--- config.mk ---
export PLATFORM = sky130hd
export DESIGN_NAME = io_responder
export DESIGN_NICKNAME = d
export VERILOG_FILES = /design/src/rtl/io_pkg.sv /design/src/rtl/seg7_hex_decode.sv /design/src/rtl/io_responder.sv
export SDC_FILE = /design/constraint.sdc
export NUM_CORES = 1
export LEC_CHECK = 0
export CAP_MARGIN = 20
export CORE_UTILIZATION = 56
export CTS_BUF_LIST = sky130_fd_sc_hd__clkbuf_16
export CTS_CLUSTER_DIAMETER = 150
export DETAILED_ROUTE_END_ITERATION = 10
export PLACE_DENSITY = 0.86
export SLEW_MARGIN = 20
export SYNTH_ARGS = -nofsm -noshare
export SYNTH_HDL_FRONTEND = slang
export SYNTH_SLANG_ARGS = --single-unit
--- constraint.sdc ---
create_clock -name clk -period 10.2 [get_ports clk]
set_input_delay 3.06 -clock clk [delete_from_list [all_inputs] [get_ports clk]]
set_output_delay 3.06 -clock clk [all_outputs]
set_load 0.05 [all_outputs]
--- src/rtl/io_pkg.sv ---
// Shared constants for the IO responder: register address map, display
// blanking code and bus widths.
package io_pkg;

  typedef logic [11:0] io_addr_t;

  localparam io_addr_t ADDR_LED    = 12'hC60;
  localparam io_addr_t ADDR_SW     = 12'hC70;
  localparam io_addr_t ADDR_SEGVAL = 12'hC80;
  localparam io_addr_t ADDR_SEGEN  = 12'hC84;

  localparam logic [7:0] SEG_BLANK = 8'hFF;

  localparam int unsigned LED_W = 16;
  localparam int unsigned SW_W  = 16;

endpackage

--- src/rtl/seg7_hex_decode.sv ---
// Combinational hex-to-seven-segment decoder, active-low outputs.
//   nibble : 4-bit hex digit
//   seg    : segments {dp,g,f,e,d,c,b,a}, active-low, dp always off
module seg7_hex_decode (
  input  logic [3:0] nibble,
  output logic [7:0] seg
);

  always_comb begin
    seg = 8'hFF;
    unique case (nibble)
      4'h0: seg = 8'hC0;
      4'h1: seg = 8'hF9;
      4'h2: seg = 8'hA4;
      4'h3: seg = 8'hB0;
      4'h4: seg = 8'h99;
      4'h5: seg = 8'h92;
      4'h6: seg = 8'h82;
      4'h7: seg = 8'hF8;
      4'h8: seg = 8'h80;
      4'h9: seg = 8'h90;
      4'hA: seg = 8'h88;
      4'hB: seg = 8'h83;
      4'hC: seg = 8'hC6;
      4'hD: seg = 8'hA1;
      4'hE: seg = 8'h86;
      4'hF: seg = 8'h8E;
    endcase
  end

endmodule

--- src/rtl/io_responder.sv ---
// Peripheral-side responder for the CPU memory-mapped IO path.
// Holds the LED and seven-segment registers, scans the 8-digit display,
// and synchronises/debounces the board switches for readback.
//   clk, rst    : clock, asynchronous active-high reset
//   LEDCtrl     : write chip select
//   SwitchCtrl  : read chip select
//   addr        : byte address, addr[11:0] decoded
//   w_data      : write data
//   bdata       : combinational read data (16 bits)
//   led         : board LEDs
//   sw          : raw asynchronous switches
//   seg_an      : digit anodes, active-low
//   seg_ca      : segments {dp,g,f,e,d,c,b,a}, active-low
module io_responder
  import io_pkg::*;
#(
  parameter int unsigned DB_CNT   = 1000000,
  parameter int unsigned SCAN_DIV = 100000
) (
  input  logic              clk,
  input  logic              rst,
  input  logic              LEDCtrl,
  input  logic              SwitchCtrl,
  input  logic [31:0]       addr,
  input  logic [31:0]       w_data,
  output logic [15:0]       bdata,
  output logic [LED_W-1:0]  led,
  input  logic [SW_W-1:0]   sw,
  output logic [7:0]        seg_an,
  output logic [7:0]        seg_ca
);

  localparam int unsigned DBW = $clog2(DB_CNT + 1);
  localparam int unsigned SCW = (SCAN_DIV > 1) ? $clog2(SCAN_DIV) : 1;
  localparam logic [DBW-1:0] DB_LAST   = DBW'(DB_CNT - 1);
  localparam logic [SCW-1:0] SCAN_LAST = SCW'(SCAN_DIV - 1);

  io_addr_t          reg_addr;
  logic              unused_addr_bits;

  logic [LED_W-1:0]  led_reg;
  logic [31:0]       seg_val;
  logic [7:0]        seg_en;

  logic [SW_W-1:0]   sw_s1;
  logic [SW_W-1:0]   sw_s2;
  logic [SW_W-1:0]   sw_stable;
  logic [DBW-1:0]    db_cnt;

  logic [SCW-1:0]    presc;
  logic [2:0]        dig;
  logic [3:0]        dig_nibble;
  logic [7:0]        dig_seg;

  assign reg_addr         = addr[11:0];
  assign unused_addr_bits = ^addr[31:12];

  // Register writes
  always_ff @(posedge clk or posedge rst) begin
    if (rst) begin
      led_reg <= '0;
      seg_val <= '0;
      seg_en  <= '0;
    end else if (LEDCtrl) begin
      unique case (reg_addr)
        ADDR_LED:    led_reg <= w_data[LED_W-1:0];
        ADDR_SEGVAL: seg_val <= w_data;
        ADDR_SEGEN:  seg_en  <= w_data[7:0];
        default:     ;
      endcase
    end
  end

  // Zero-latency read path; a simultaneous write to the same address is
  // seen here only after the edge.
  always_comb begin
    bdata = '0;
    if (SwitchCtrl) begin
      if (reg_addr == ADDR_SW)
        bdata = sw_stable;
      else if (reg_addr == ADDR_LED)
        bdata = led_reg;
    end
  end

  assign led = led_reg;

  // Switch synchroniser and whole-vector debouncer. The counter keeps
  // running through further changes as long as sw_s2 differs from the
  // accepted value; whatever sw_s2 holds at terminal count is taken.
  always_ff @(posedge clk or posedge rst) begin
    if (rst) begin
      sw_s1     <= '0;
      sw_s2     <= '0;
      sw_stable <= '0;
      db_cnt    <= '0;
    end else begin
      sw_s1 <= sw;
      sw_s2 <= sw_s1;
      if (sw_s2 == sw_stable) begin
        db_cnt <= '0;
      end else if (db_cnt == DB_LAST) begin
        sw_stable <= sw_s2;
        db_cnt    <= '0;
      end else begin
        db_cnt <= db_cnt + 1'b1;
      end
    end
  end

  // Display scan prescaler and digit index
  always_ff @(posedge clk or posedge rst) begin
    if (rst) begin
      presc <= '0;
      dig   <= '0;
    end else if (presc == SCAN_LAST) begin
      presc <= '0;
      dig   <= dig + 3'd1;
    end else begin
      presc <= presc + 1'b1;
    end
  end

  assign dig_nibble = seg_val[{dig, 2'b00} +: 4];

  seg7_hex_decode u_dec (
    .nibble (dig_nibble),
    .seg    (dig_seg)
  );

  // Registered display outputs, one cycle behind dig
  always_ff @(posedge clk or posedge rst) begin
    if (rst) begin
      seg_an <= SEG_BLANK;
      seg_ca <= SEG_BLANK;
    end else if (seg_en[dig]) begin
      seg_an <= ~(8'd1 << dig);
      seg_ca <= dig_seg;
    end else begin
      seg_an <= SEG_BLANK;
      seg_ca <= SEG_BLANK;
    end
  end

endmodule

==> impl_metrics.toml <==
[critical_path]
criticalPathCategory = "in -> out"
critPathArrivalTime_ps = 5560
end_kind = "primary output"
cp-start-kind = "primary input"
cp.required_ps = 7140
critPathMaxFanout = 16

[place]
placed_cell_area_um2 = 8360
place_congestion = 0.829
numPlacedInstances = 801
hpwl_um = 10700
port_buffers = 110
pre_cts_slack_ps = 1610

[logic_synthesis]
syn_area_um2 = 7110
yosys_warnings = 0
synthesis.nets = 631
synth_cell_type_count = 65
synth_fa_ha_area_share_pct = 2.29
synth_top_family_by_area = "multiplexers"
postSynthAreaPerCell_um2 = 13.3
synthSimpleGateAreaFrac_pct = 12.4
synth_compound_area_share_pct = 4.56
synth_xor_area_share_pct = 6.16
synth-async-reset-ratio_pct = 100
synth.yosys.seq_area_share_pct = 56.2
synthCells = 534
synth_ff_type = "dfrtp_1"
ys_ff_latch = 159
synth_edf_count = 0
synthMuxAreaShare_pct = 16.2

[power_and_ir_drop]
p_comb_share_pct = 4.6
power.internal_mw = 0.996
pwr-share-clk_pct = 45.2
switching_share_pct = 24.2
power_mw = 1.31
ir_worst_vdd_uv = 136
p_switching_mw = 0.318
power.density_nw_per_um2 = 147
seqPwrFrac_pct = 50.2
p_leak_nw = 4.06

[layout]
fill_cells = 814
drive_gt1_share_pct = 23.3
fin_cells = 833
nets = 749
antenna_cells = 0
fin_area_um2 = 8920
reg_top3 = "seg_val x32, db_cnt x20, presc x17"
finish.utilization_pct = 73.1
syn2layout_area_growth_pct = 25.5
top_register = "seg_val"
largest_register_ffs = 32

[timing]
finClkSkew_ps = 12.4
rsz0062_at_grt = "false"
worst_slack_ps = 1580
setup_violations = 0
post-route-period-util_pct = 84.5
holdWs_ps = 349
max-slew-margin-rel_pct = 34.3
worst_slew_pin_slew_ps = 983
period_minus_slack_ps = 8620
tns_ps = 0
finalHoldViolations = 0
slew_violations = 0
max_freq_ghz = 0.116

[die]
core_um2 = 12200
die_x_um = 115
num_rows = 40
dieArea_um2 = 13200
die-height_um = 115
initial_core_util_pct = 58.2
ios = 132

[clocking]
clock_latency_ps = 440
postCtsResizedCells = 0
cts_hold_buf = 0
cts_tree = "done"
clk_path_buf_depth = 2
cts_setup_buffers = 0
cts_root_buf = "clkbuf_16"
clk_pin_slew_worst_paths_ps = 70
clock-sinks = 159
numCtsBuffers = 17
cts_max_level = 4

[global_routing]
grt-ovfl-total = 0
grt_max_degree = 98
antenna_found_initial = 0
grt_pass1_vias = 4775
grt_pass1_wl_um = 24600
grt_util_all_layers_pct = 25.5

[detailed_routing]
dr.pass1.iters = 4
ant_nets = 0
avgViaCountPerCell = 5.53
drc_errors = 0
dr.first_iter.drc_count = 299
wl_um = 15300
vias = 4604
wl_per_cell_um = 18.3

[outcome]
status = "finished clean"

[hold_path]
hp-class = "reg -> reg"

[run]
drv.max_cap_violation_count = 0
==> kinds of logic (layout without fill, tap and decap cells) <==
family,after synthesis,after routing
flops,159,159
compound gates,39,39
xor+xnor,50,50
mux,88,88
other cells,1,1
buf+inv,27,158
fa+ha+maj,13,13
simple gates,157,157
==> critical path, stage by stage <==
cell and delay, ps:
clkdlybuf4s50_1 520, and4bb_2 360, nand3_1 110, nor2_1 140
buf_4 260, a22oi_1 110, nor2b_1 150, clkdlybuf4s50_1 840
==> final timing paths <==
path	cells after the start	start	slack (ps)	to
min reg2reg	0	sw_s1[4]	350	sw_s2[4]
min in group asynchronous	2	rst	3160	db_cnt[9]
min	0	sw_s1[4]	350	sw_s2[4]
max reg2reg	7	dig[0]	7200	seg_ca[3]
max in group asynchronous	3	rst	5720	led[2]
max	8	addr[2]	1580	bdata[5]
==> placed cells by master (no fill, tap or decap), types with 16 or more instances in the layout <==
cell type,Yosys,final
nand2_1,28,28
mux2_2,61,61
clkdlybuf4s50_1,0,110
clkbuf_16,0,17
xor2_1,34,34
a22oi_1,16,16
nor2_1,43,43
nand3_1,18,18
xnor2_1,16,16
nor2b_1,19,19
dfrtp_1,144,144
==> cell usage after synthesis, types with 8 or more instances <==
cell / number / area (um^2)
mux2_2: 61 / 687
xnor2_1: 16 / 140
nor2b_1: 19 / 119
dfrtp_1: 144 / 3600
nand3_1: 18 / 90.1
nand2_1: 28 / 105
xor2_1: 34 / 298
ha_1: 13 / 163
a22oi_1: 16 / 120
nor2_1: 43 / 161
mux2_4: 12 / 180
inv_1: 9 / 33.8
buf_2: 8 / 40.0
dfstp_2: 15 / 394
==> metal layers <==
layer	GRT usage, %	part of all wire (%)
met1	31.8	41
met3	6.09	3.9
met2	42.5	53
met5	0	0
met4	11.2	2.2
==> final cells by class <==
| class | count | area [um^2] | share of cell area (%) |
|---|---|---|---|
| Tap cell | 168 | 210 | 2.36 |
| Sequential cell | 159 | 4000 | 44.8 |
| Multi-Input combinational cell | 348 | 2980 | 33.4 |
| Timing Repair Buffer | 114 | 1130 | 12.7 |
| Clock inverter | 15 | 129 | 1.44 |
| Inverter | 12 | 50.0 | 0.561 |
| Clock buffer | 17 | 425 | 4.77 |
==> power groups by stage <==
stage	Sequential, mW	Clock (mW)	Combinational [mW]
2_1_floorplan	0.668	0	0.0251
3_3_place_gp	0.669	0	0.0594
3_5_place_dp	0.670	0	0.0621
4_1_cts	0.659	0.600	0.0624
5_1_grt	0.660	0.633	0.0673
6_report	0.659	0.594	0.0610
Note: power is estimated with default switching activity, not from simulation.
